**src/rtl/way_select_mux_pipe.sv**
```systemverilog
`default_nettype none
//============================================================================
// Module      : way_select_mux_pipe
// Description : Pipelined N-way select for the set-associative cache read
//               path. Picks the hitting way's data word from all way read
//               data using a per-way hit vector, and forwards it with a hit
//               flag and encoded way index through a registered output stage
//               backed by a 2-entry skid buffer (valid/ready on both sides).
// Revision    : 1.0 - initial release
//----------------------------------------------------------------------------
// Ports:
//   i_clk    in   1                 clock, rising edge
//   i_rst    in   1                 synchronous active-high reset
//   i_valid  in   1                 upstream request valid
//   o_ready  out  1                 request can be accepted this cycle
//   i_data   in   WAYS*DATA_WIDTH   way k at [k*DATA_WIDTH +: DATA_WIDTH]
//   i_sel    in   WAYS              per-way hit vector (one-hot or zero)
//   o_valid  out  1                 output beat valid
//   i_ready  in   1                 downstream accepts output beat
//   o_data   out  DATA_WIDTH        selected way data, zero on miss/error
//   o_hit    out  1                 exactly one select bit was set
//   o_way    out  WAY_BITS          index of lowest set select bit
//   o_err    out  1                 select vector was multi-hot
//
// Build option:
//   WAY_SEL_ONEHOT_CHECK_EN - when defined, multi-hot selects produce an
//   error beat (o_err=1, data/hit/way zeroed) and a saturating 8-bit error
//   beat counter r_err_cnt is kept. When undefined, o_err is tied low and
//   a multi-hot select ORs the selected ways together.
//============================================================================
module way_select_mux_pipe #(
    parameter int DATA_WIDTH = 32,
    parameter int WAYS       = 4,
    parameter int WAY_BITS   = $clog2(WAYS)
) (
    input  logic                       i_clk,
    input  logic                       i_rst,
    input  logic                       i_valid,
    output logic                       o_ready,
    input  logic [WAYS*DATA_WIDTH-1:0] i_data,
    input  logic [WAYS-1:0]            i_sel,
    output logic                       o_valid,
    input  logic                       i_ready,
    output logic [DATA_WIDTH-1:0]      o_data,
    output logic                       o_hit,
    output logic [WAY_BITS-1:0]        o_way,
    output logic                       o_err
);

    localparam int c_CNT_W = $clog2(WAYS + 1);
    localparam int c_RES_W = DATA_WIDTH + WAY_BITS + 2;

    // Occupancy of the output register + skid buffer.
    localparam logic [1:0] c_ST_EMPTY = 2'd0;
    localparam logic [1:0] c_ST_ONE   = 2'd1;
    localparam logic [1:0] c_ST_TWO   = 2'd2;

    logic [1:0]            r_state;
    logic [1:0]            w_state_nxt;
    logic                  r_ready;
    logic [c_RES_W-1:0]    r_out;
    logic [c_RES_W-1:0]    r_skid;

    logic [DATA_WIDTH-1:0] w_or_data;
    logic [c_CNT_W-1:0]    w_pop;
    logic [WAY_BITS-1:0]   w_low_way;
    logic                  w_multi;
    logic [DATA_WIDTH-1:0] w_data;
    logic                  w_hit;
    logic [WAY_BITS-1:0]   w_way;
    logic                  w_err;
    logic [c_RES_W-1:0]    w_res;

    logic                  w_accept;
    logic                  w_deliver;

    //------------------------------------------------------------------------
    // Select logic on the raw inputs
    //------------------------------------------------------------------------
    always_comb begin
        w_or_data = '0;
        w_pop     = '0;
        w_low_way = '0;
        for (int k = 0; k < WAYS; k++) begin
            w_or_data = w_or_data
                      | (i_data[k*DATA_WIDTH +: DATA_WIDTH] & {DATA_WIDTH{i_sel[k]}});
            w_pop     = w_pop + c_CNT_W'(i_sel[k]);
        end
        // Walk from the top so the lowest set bit wins.
        for (int k = WAYS - 1; k >= 0; k--) begin
            if (i_sel[k]) begin
                w_low_way = WAY_BITS'(k);
            end
        end
    end

    assign w_multi = (w_pop > c_CNT_W'(1));
    assign w_hit   = (w_pop == c_CNT_W'(1));

`ifdef WAY_SEL_ONEHOT_CHECK_EN
    assign w_err  = w_multi;
    assign w_data = w_multi ? '0 : w_or_data;
    assign w_way  = w_multi ? '0 : w_low_way;
`else
    // Multi-hot is passed through unchecked: OR of selected ways.
    assign w_err  = 1'b0;
    assign w_data = w_or_data;
    assign w_way  = w_low_way;
`endif

    assign w_res = {w_err, w_hit, w_way, w_data};

    //------------------------------------------------------------------------
    // Handshake and occupancy state machine
    //------------------------------------------------------------------------
    assign w_accept  = i_valid && r_ready;
    assign w_deliver = (r_state != c_ST_EMPTY) && i_ready;

    always_comb begin
        w_state_nxt = r_state;
        case (r_state)
            c_ST_EMPTY: begin
                if (w_accept) w_state_nxt = c_ST_ONE;
            end
            c_ST_ONE: begin
                if (w_accept && !w_deliver)      w_state_nxt = c_ST_TWO;
                else if (!w_accept && w_deliver) w_state_nxt = c_ST_EMPTY;
            end
            c_ST_TWO: begin
                if (w_deliver) w_state_nxt = c_ST_ONE;
            end
            default: w_state_nxt = c_ST_EMPTY;
        endcase
    end

    // Ready is registered from the next state, so it never depends on
    // i_ready combinationally and stays low for the whole reset.
    always_ff @(posedge i_clk) begin
        if (i_rst) begin
            r_state <= c_ST_EMPTY;
            r_ready <= 1'b0;
        end else begin
            r_state <= w_state_nxt;
            r_ready <= (w_state_nxt != c_ST_TWO);
        end
    end

    //------------------------------------------------------------------------
    // Output register and skid buffer
    //------------------------------------------------------------------------
    always_ff @(posedge i_clk) begin
        if (i_rst) begin
            r_out  <= '0;
            r_skid <= '0;
        end else begin
            case (r_state)
                c_ST_EMPTY: begin
                    if (w_accept) r_out <= w_res;
                end
                c_ST_ONE: begin
                    if (w_accept && w_deliver)  r_out  <= w_res;
                    else if (w_accept)          r_skid <= w_res;
                end
                c_ST_TWO: begin
                    if (w_deliver) r_out <= r_skid;
                end
                default: ;
            endcase
        end
    end

`ifdef WAY_SEL_ONEHOT_CHECK_EN
    // Sticky count of accepted error beats, saturating at 255.
    logic [7:0] r_err_cnt;

    always_ff @(posedge i_clk) begin
        if (i_rst) begin
            r_err_cnt <= '0;
        end else if (w_accept && w_err && (r_err_cnt != 8'hFF)) begin
            r_err_cnt <= r_err_cnt + 8'd1;
        end
    end
`endif

    assign o_ready = r_ready;
    assign o_valid = (r_state != c_ST_EMPTY);
    assign {o_err, o_hit, o_way, o_data} = r_out;

endmodule
`default_nettype wire

```
**config.mk**
```make
export PLATFORM = sky130hd
export DESIGN_NAME = way_select_mux_pipe
export DESIGN_NICKNAME = d
export VERILOG_FILES = /design/src/rtl/way_select_mux_pipe.sv
export SDC_FILE = /design/constraint.sdc
export NUM_CORES = 1
export LEC_CHECK = 0
export CAP_MARGIN = 25
export CELL_PAD_IN_SITES_DETAIL_PLACEMENT = 0
export CELL_PAD_IN_SITES_GLOBAL_PLACEMENT = 1
export CORE_MARGIN = 10
export CORE_UTILIZATION = 31
export CTS_CLUSTER_DIAMETER = 100
export CTS_CLUSTER_SIZE = 16
export DETAILED_ROUTE_END_ITERATION = 7
export GPL_TIMING_DRIVEN = 0
export PLACE_DENSITY_LB_ADDON = 0.1
export SYNTH_ARGS = -nofsm -noshare
export SYNTH_HDL_FRONTEND = slang
export SYNTH_SLANG_ARGS = --single-unit
```
**constraint.sdc**
```tcl
create_clock -name i_clk -period 4.36 [get_ports i_clk]
set_clock_uncertainty 0.05 [all_clocks]
set_input_delay 0.872 -clock i_clk [delete_from_list [all_inputs] [get_ports i_clk]]
set_output_delay 0.872 -clock i_clk [all_outputs]
set_load 0.02 [all_outputs]
```
# Word level (Yosys, flattened, before mapping)
# Cells that the tools add are included.
# classes
reduce_logical,12
eq_ne,7
n_addsub,3
bitwise,8
n_mux,13
# ops
op,n
$and 32x32->32,4
$mux 36,3
$pmux 36 s3,1
$or 32x32->32,3
$mux 2,8
$ne 2x2->1 const B,4
$pmux 2 s3,1
$logic_and 1x1->1,5
$reduce_and 4->1,1
$add 2x1->3,1
$add 3x1->3,1
$eq 3x1->1 const B,1
$reduce_and 3->1,1
$reduce_bool 3->1,1
$add 1x1->2,1
$eq 2x1->1 const B,1
$eq 2x2->1 const B,1
$logic_not 1->1,2
$logic_not 2->1,1
$reduce_bool 2->1,1
$not 1->1,1
# totals
reg_bits,74
inputBits,136
word_cells,47

# Depth between registers and ports, before layout
# Gate-level depths: netlist (run 1).
# depth
ltp_word,7
ltp_mapped,10
depth_no_buf,8

# Worst setup path after synthesis (run 1)
# Ideal clock, no wire load.
# synth_path
path_kind,input to register
startpoint,input port i_sel[0]
endpoint,register r_out[34]
setup_slack_ns,1.331
required_time_ns,4.219
arrival_time_ns,2.888
path_stages,10
path_buffers,2
cell_sequence,clkbuf_1 buf_2 inv_1 fa_1 inv_1 ha_1 ha_1 nor3b_1 nand2_1 a311oi_1
# synth_via
elab_chain_len,6
elab_cells_between_ends,7
classes_between,add/sub: 3; eq/ne: 1; mux: 3
# synth_rtl
item,line,source
from (decl),41,"input logic [WAYS-1:0] i_sel,"
$add 1x1->2 (*),87,w_pop = w_pop + c_CNT_W'(i_sel[k]);
$add 2x1->3 (*),87,
$add 3x1->3 (*),87,
$eq 3x1->1 (*),98,assign w_hit = (w_pop == c_CNT_W'(1));
$mux 36 (on tied branches),"161, 158",
$pmux 36 s3 (*),156,case (r_state)
to (signal assigned),158,if (w_accept) r_out <= w_res;
to (signal assigned),161,if (w_accept && w_deliver) r_out <= w_res;
to (signal assigned),165,if (w_deliver) r_out <= r_skid;
to (decl),61,logic [c_RES_W-1:0] r_out;
# Every way passes the cells marked *; elsewhere a longest branch is shown, timed or not. The select of a mux whose other input is x is not followed.
# A chain may end at the register's enable or synchronous reset.

# Worst setup path in the final report (run 1)
# Same ends and word-level chain as after synthesis.

==> results of run 1 <==
-- synthesized netlist by cell type (2+ instances only) --
| library cell | instances | area [sq um] |
|---|---|---|
| sky130_fd_sc_hd__nand2_1 | 39 | 146 |
| sky130_fd_sc_hd__a221oi_1 | 32 | 280 |
| sky130_fd_sc_hd__buf_2 | 18 | 90.1 |
| sky130_fd_sc_hd__ha_1 | 2 | 25.0 |
| sky130_fd_sc_hd__buf_4 | 3 | 22.5 |
| sky130_fd_sc_hd__clkbuf_1 | 19 | 71.3 |
| sky130_fd_sc_hd__mux2i_1 | 3 | 30.0 |
| sky130_fd_sc_hd__inv_1 | 6 | 22.5 |
| sky130_fd_sc_hd__o21ai_0 | 33 | 165 |
| sky130_fd_sc_hd__a311oi_1 | 3 | 26.3 |
| sky130_fd_sc_hd__nand2b_1 | 3 | 18.8 |
| sky130_fd_sc_hd__a21oi_1 | 4 | 20.0 |
| sky130_fd_sc_hd__a22o_1 | 64 | 561 |
| sky130_fd_sc_hd__buf_6 | 3 | 33.8 |
| sky130_fd_sc_hd__nor2b_1 | 3 | 18.8 |
| sky130_fd_sc_hd__nor2_1 | 43 | 161 |
| sky130_fd_sc_hd__a211oi_1 | 32 | 240 |
| sky130_fd_sc_hd__dfxtp_1 | 73 | 1460 |
| sky130_fd_sc_hd__nor3_1 | 2 | 10.0 |
-- state kept, by name, summed over array words and instances, names as in the netlist --
register,cells
r_state,2
r_out,35
r_skid,35
o_ready,1
-- layer usage --
| layer | vias up | track usage (%) |
|---|---|---|
| met5 | - | 0 |
| met4 | 0 | 4.62 |
| met3 | 11 | 4.95 |
| met2 | 121 | 27.9 |
| met1 | 1810 | 20.2 |
| li1 | 1849 | - |
-- per-stage QoR --
stage	power [W]	cell area, sq um	setup WS, ns	util (%)
global route	0.00202	5680	1.01	51.9
CTS	0.00196	5680	1.15	51.9
detailed placement	0.00117	5350	0.821	49.0
floorplan	0.000928	3500	1.33	-
global placement	0.00116	5350	0.843	49.0
finish	0.00194	5680	1.21	51.9
-- cell families (layout without fill, tap and decap cells) --
family	Yosys count	after routing	synth area share [%]
and+or+nand+nor	94	94	11.1
AOI/OAI and AO/OA	170	170	37.9
adders and majority gates	3	3	1.29
muxes	3	3	0.859
other	1	1	0.107
buffers and inverters	50	234	6.98
DFF	73	73	41.8
-- cell type report --
cell class	instances	area, sq um	share of cell area [%]
Inverter	6	22.5	0.397
Clock inverter	4	76.3	1.34
Clock buffer	12	246	4.34
Multi-Input combinational cell	271	1790	31.6
Tap cell	140	175	3.09
Timing Repair Buffer	168	1680	29.6
Sequential cell	73	1460	25.7
Buffer	44	221	3.90
-- power by group through the flow --
stage | combinational [W] | sequential (W) | clock (W)
2_1_floorplan | 0.000150 | 0.000778 | 0
3_3_place_gp | 0.000421 | 0.000740 | 0
3_5_place_dp | 0.000425 | 0.000741 | 0
4_1_cts | 0.000427 | 0.000727 | 0.000811
5_1_grt | 0.000456 | 0.000731 | 0.000831
6_report | 0.000420 | 0.000727 | 0.000797
-- final timing paths --
| kind | start | endpoint | depth (start not counted) |
|---|---|---|---|
| worst max-delay path | i_sel[0] | r_out[34] | 10 |
| worst min-delay path | r_out[10] | r_out[10] | 1 |
| worst max register to register | o_ready | r_skid[4] | 5 |
| worst min register to register | r_out[10] | r_out[10] | 1 |
==> run summary, run 1 <==
=====================================================================================
Vias in the first global route                                                   3884
Slew margin rel.                                                                59.9%
# port buffers                                                                    168
Largest stage delay on the critical path                                      0.54 ns
Area of the die                                                           15900 sq um
Post-detailed-placement half-perimeter wirelength                            10700 um
Startpoint kind of the worst setup timing path                             input port
Transition time at the pin with the least slew margin                        0.601 ns
Core ar.                                                                  10900 sq um
Post-synthesis cell type count                                                     28
Most frequent standard cell in the layout excluding fill and tap cells   sky130_fd_sc_hd__clkdlybuf4s50_1
CTS resizes                                                                         0
Final setup fails                                                                   0
Crit-path slowest cell                                                   sky130_fd_sc_hd__fa_1
Pwr per Cell Area                                                         342 nW/um^2
Wire per inst                                                                 19.3 um
Pin count of the biggest net entering global routing                               13
Clock tree from TritonCTS                                                        done
Via count                                                                        3791
Tot GR Track Use                                                                16.6%
Crit-path leading delay family                                            adder cells
Sequential group share of total power                                           37.4%
Synth Warn #                                                                        0
Maximum buffer depth of the clock tree                                              2
Net switching fraction of the power                                             24.9%
Chip width                                                                     126 um
CP cell instances                                                        clkbuf_1, buf_2, inv_1, fa_1, inv_1, ha_1, ha_1, nor3b_1, nand2_1, a311oi_1
Setup repair after global routing missed its margin                                no
I/O pin count                                                                     174
Filler-free cell count of the finished design                                     718
Number of max-capacitance violations reported                                       0
Combinational power share                                                       21.6%
Critical path class                                                            in2reg
Area overhead of the layout relative to synthesis                               62.3%
Share of flip-flops with an asynchronous set or reset                              0%
Sum of overflow across all layers after global routing                              0
Post-synthesis net count                                                          533
Hold WC Path Type                                                             reg2reg
Number of design rule violations left after detail routing                          0
RD Place Congestion                                                             0.791
Clock power share                                                               41.0%
Antenna Violating Nets Remaining                                                    0
Fill cells                                                                       1047
Routed length on met2                                                         6740 um
CP Data Arrival Time                                                          3.34 ns
Most common flop cell mapped by yosys                                    sky130_fd_sc_hd__dfxtp_1
Post-synthesis sequential area ratio                                            41.8%
Net switching component of the power                                       0.000483 W
Vertical extent of the die                                                     126 um
Final Hold Violating Endpoints                                                      0
Register-to-Register Setup Slack                                              2.43 ns
CTS root buffer                                                          sky130_fd_sc_hd__clkbuf_16
Starting density of the core                                                    32.0%
Number of pins exceeding their max-slew limit in the final report                   0
Vias per std cell                                                                5.28
Antenna violations before repair                                                    0
Lkg Pwr                                                                       2.05 nW
Minimum clock period                                                          3.15 ns
Data required time of the worst path                                          4.55 ns
Result of the run                                                        complete, no violations
Global-route wire length before repair                                       21500 um
Total detailed-routing wirelength                                            13900 um
Total Neg Setup Slack                                                            0 ns
Nets@finish                                                                       712
Clock-pin slew of the registers on the worst-case setup and hold paths        0.06 ns
Level count of the clock H-tree                                                     3
Count of routing violations after the opening detailed-route iteration            209
Share of final-layout standard cells stronger than drive strength 1             6.75%
Number of placed instances, taps included                                         702
Post-synthesis average cell area                                           8.88 sq um
Largest fanout on the critical path                                                10
Worst hold margin                                                            0.425 ns
Post-Synthesis Cells                                                              394
Number of antenna cells inserted                                                    0
Post-synthesis sequential element count                                            73
First-pass iteration count of the detailed router                                   4
Postcts setup bufs                                                                  0
Count of flip-flops with a built-in enable after synthesis                          0
Commonest non-fill, non-tap cells in the layout                          sky130_fd_sc_hd__clkdlybuf4s50_1 (168), sky130_fd_sc_hd__dfxtp_1 (73), sky130_fd_sc_hd__a22o_1 (64), sky130_fd_sc_hd__nor2_1 (43), sky130_fd_sc_hd__nand2_1 (39)
Clock latency at the later pin of the worst-skew pair                         0.33 ns
Peak VDD IR                                                                0.000202 V
Post-CTS Hold Fix Bufs                                                              0
CTS buffer count                                                                    9
Number of buffers and inverters on the critical path                                4
Site row count                                                                     38
Met3 WL post-DR                                                                958 um
Endpoint type of the worst setup path                                        register
M1 wire length                                                                6000 um
Timing-limited maximum frequency                                              318 MHz
Period utilisation layout                                                       72.2%
Combined area of all synthesized cells                                     3500 sq um
Highest layer used for signal routing                                            met4
Sinks on Clock Net                                                                 73
Internal power                                                              0.00146 W
=====================================================================================
Note: power is estimated with default switching activity, not from simulation.
==> run 2: changes to the inputs <==
- CORE_UTILIZATION: 31 -> 29
- clock period: 4.36 -> 2.9 ns (I/O delays scaled with it)
==> run summary, run 2 (synthesized netlist as in run 1, its figures left out) <==
=====================================================================================
Destination of the worst hold path                                          r_out[21]
Reg2Reg Launch Point                                                          o_ready
Final setup fails                                                                   0
Sum of overflow across all layers after global routing                              0
Timing-limited maximum frequency                                              368 MHz
Peak VDD IR                                                                0.000227 V
Starting density of the core                                                    29.4%
Pwr per Cell Area                                                         486 nW/um^2
Number of design rule violations left after detail routing                          0
Transition time at the pin with the least slew margin                        0.575 ns
Worst hold margin                                                            0.425 ns
Setup repair after global routing missed its margin                                no
Commonest non-fill, non-tap cells in the layout                          sky130_fd_sc_hd__clkdlybuf4s50_1 (168), sky130_fd_sc_hd__dfxtp_1 (73), sky130_fd_sc_hd__a22o_1 (64), sky130_fd_sc_hd__nor2_1 (43), sky130_fd_sc_hd__nand2_1 (39)
Post-detailed-placement half-perimeter wirelength                            10800 um
Pin count of the biggest net entering global routing                               11
Register-to-Register Setup Slack                                              0.98 ns
Clock-pin slew of the registers on the worst-case setup and hold paths        0.05 ns
Minimum clock period                                                          2.72 ns
Post-CTS Hold Fix Bufs                                                              0
CP Data Arrival Time                                                          2.90 ns
Global routing usage on met1                                                    18.0%
Number of pins exceeding their max-slew limit in the final report                   0
Vias in the first global route                                                   3903
Crit-path slowest cell                                                   sky130_fd_sc_hd__fa_1
Area overhead of the layout relative to synthesis                               61.0%
Core ar.                                                                  11900 sq um
Sinks on Clock Net                                                                 73
Reg2Reg Depth                                                                       5
Wire per inst                                                                 19.1 um
Result of the run                                                        complete, no violations
Share of final-layout standard cells stronger than drive strength 1             6.79%
Vertical extent of the die                                                     130 um
Data required time of the worst path                                          3.08 ns
Postcts setup bufs                                                                  0
Endpoint type of the worst setup path                                        register
Level count of the clock H-tree                                                     3
Via count                                                                        3715
Maximum buffer depth of the clock tree                                              2
Total detailed-routing wirelength                                            13800 um
CTS buffer count                                                                    9
CTS root buffer                                                          sky130_fd_sc_hd__clkbuf_16
Largest fanout on the critical path                                                10
Period utilisation layout                                                       93.7%
Largest stage delay on the critical path                                      0.54 ns
Nets@finish                                                                       711
Number of antenna cells inserted                                                    0
# port buffers                                                                    168
Startpoint kind of the worst setup timing path                             input port
Vias per std cell                                                                5.15
GR Util met2                                                                    27.7%
Global-route wire length before repair                                       21100 um
Tot GR Track Use                                                                16.1%
Hold WC Path Type                                                             reg2reg
Worst flop-to-flop path endpoint                                           r_skid[24]
CTS resizes                                                                         2
Most used routing layer                                                          met2
Cells on Worst Hold Path                                                            1
Crit-path leading delay family                                            adder cells
Antenna Violating Nets Remaining                                                    0
Antenna violations before repair                                                    0
Critical path class                                                            in2reg
Core occupancy in the finished layout                                           47.3%
Clock tree from TritonCTS                                                        done
Chip width                                                                     130 um
Clock latency at the later pin of the worst-skew pair                         0.32 ns
Most frequent standard cell in the layout excluding fill and tap cells   sky130_fd_sc_hd__clkdlybuf4s50_1
First-pass iteration count of the detailed router                                   4
Launch point of the worst hold path                                         r_out[21]
RD Place Congestion                                                             0.755
Site row count                                                                     40
Number of buffers and inverters on the critical path                                4
CP cell instances                                                        clkbuf_2, buf_2, inv_1, fa_1, inv_1, ha_1, ha_1, nor3b_1, nand2_1, a311oi_1
Slew margin rel.                                                                61.7%
Global-route track usage on met3                                                6.25%
Number of max-capacitance violations reported                                       0
Final Hold Violating Endpoints                                                      0
I/O pin count                                                                     174
Lkg Pwr                                                                       2.04 nW
Biggest registers after layout                                           r_out: 35 flops, r_skid: 35 flops, r_state: 2 flops
Area of the die                                                           16900 sq um
Total stage count of the critical path                                             10
Count of routing violations after the opening detailed-route iteration            262
=====================================================================================
[run 2: cell type report]
type	count	area (sq um)
inverters	6	22.5
clock buffers	13	270
repair buffers	168	1680
well taps	147	184
flip-flops and latches	73	1460
fillers	1174	6280
multi-input cells	271	1790
plain buffers	43	220
[run 2: per-stage QoR]
step	worst slack, ns	instance area (sq um)	TNS [ns]	total power [W]	cells
5_1_grt	0.0318	5630	0	0.00287	721
6_report	0.184	5630	0	0.00274	721
4_1_cts	0.0679	5640	0	0.00278	722
3_5_place_dp	-0.380	5360	-0.620	0.00175	709
2_1_floorplan	0.163	3500	0	0.00139	394
3_3_place_gp	-0.400	5360	-0.635	0.00175	709
[run 2: worst max path at each step]
stage / start / endpoint / slack (ns)
floorplan: i_sel[0] / r_out[34] / 0.16
CTS: i_sel[3] / r_out[34] / 0.07
global placement: i_sel[0] / r_out[34] / -0.40
global route: i_sel[0] / r_out[34] / 0.03
finish: i_sel[0] / r_out[34] / 0.18
detailed placement: i_sel[0] / r_out[34] / -0.38
[run 2: metal layers]
layer / routed length [um] / vias up / part of all wire [%]
met5: 0 / - / 0
met2: 6870 / 135 / 50
li1: - / 1848 / -
met4: 85 / 0 / 0.62
met3: 1330 / 8 / 9.6
met1: 5510 / 1724 / 40
[run 2: power by group]
part           internal, W  leakage (nW)  switching [W]
logic             0.000355          1.31       0.000277
clock network     0.000634         0.134       0.000377
registers          0.00106         0.596      0.0000309
total              0.00205          2.04       0.000685
[run 2: worst register-to-register path: stages (launching register included)]
cell	delay, ns
sky130_fd_sc_hd__dfxtp_1	0.38
sky130_fd_sc_hd__nand2_1	0.14
sky130_fd_sc_hd__nor3_1	0.47
sky130_fd_sc_hd__buf_2	0.34
sky130_fd_sc_hd__buf_2	0.28
sky130_fd_sc_hd__a211oi_1	0.11
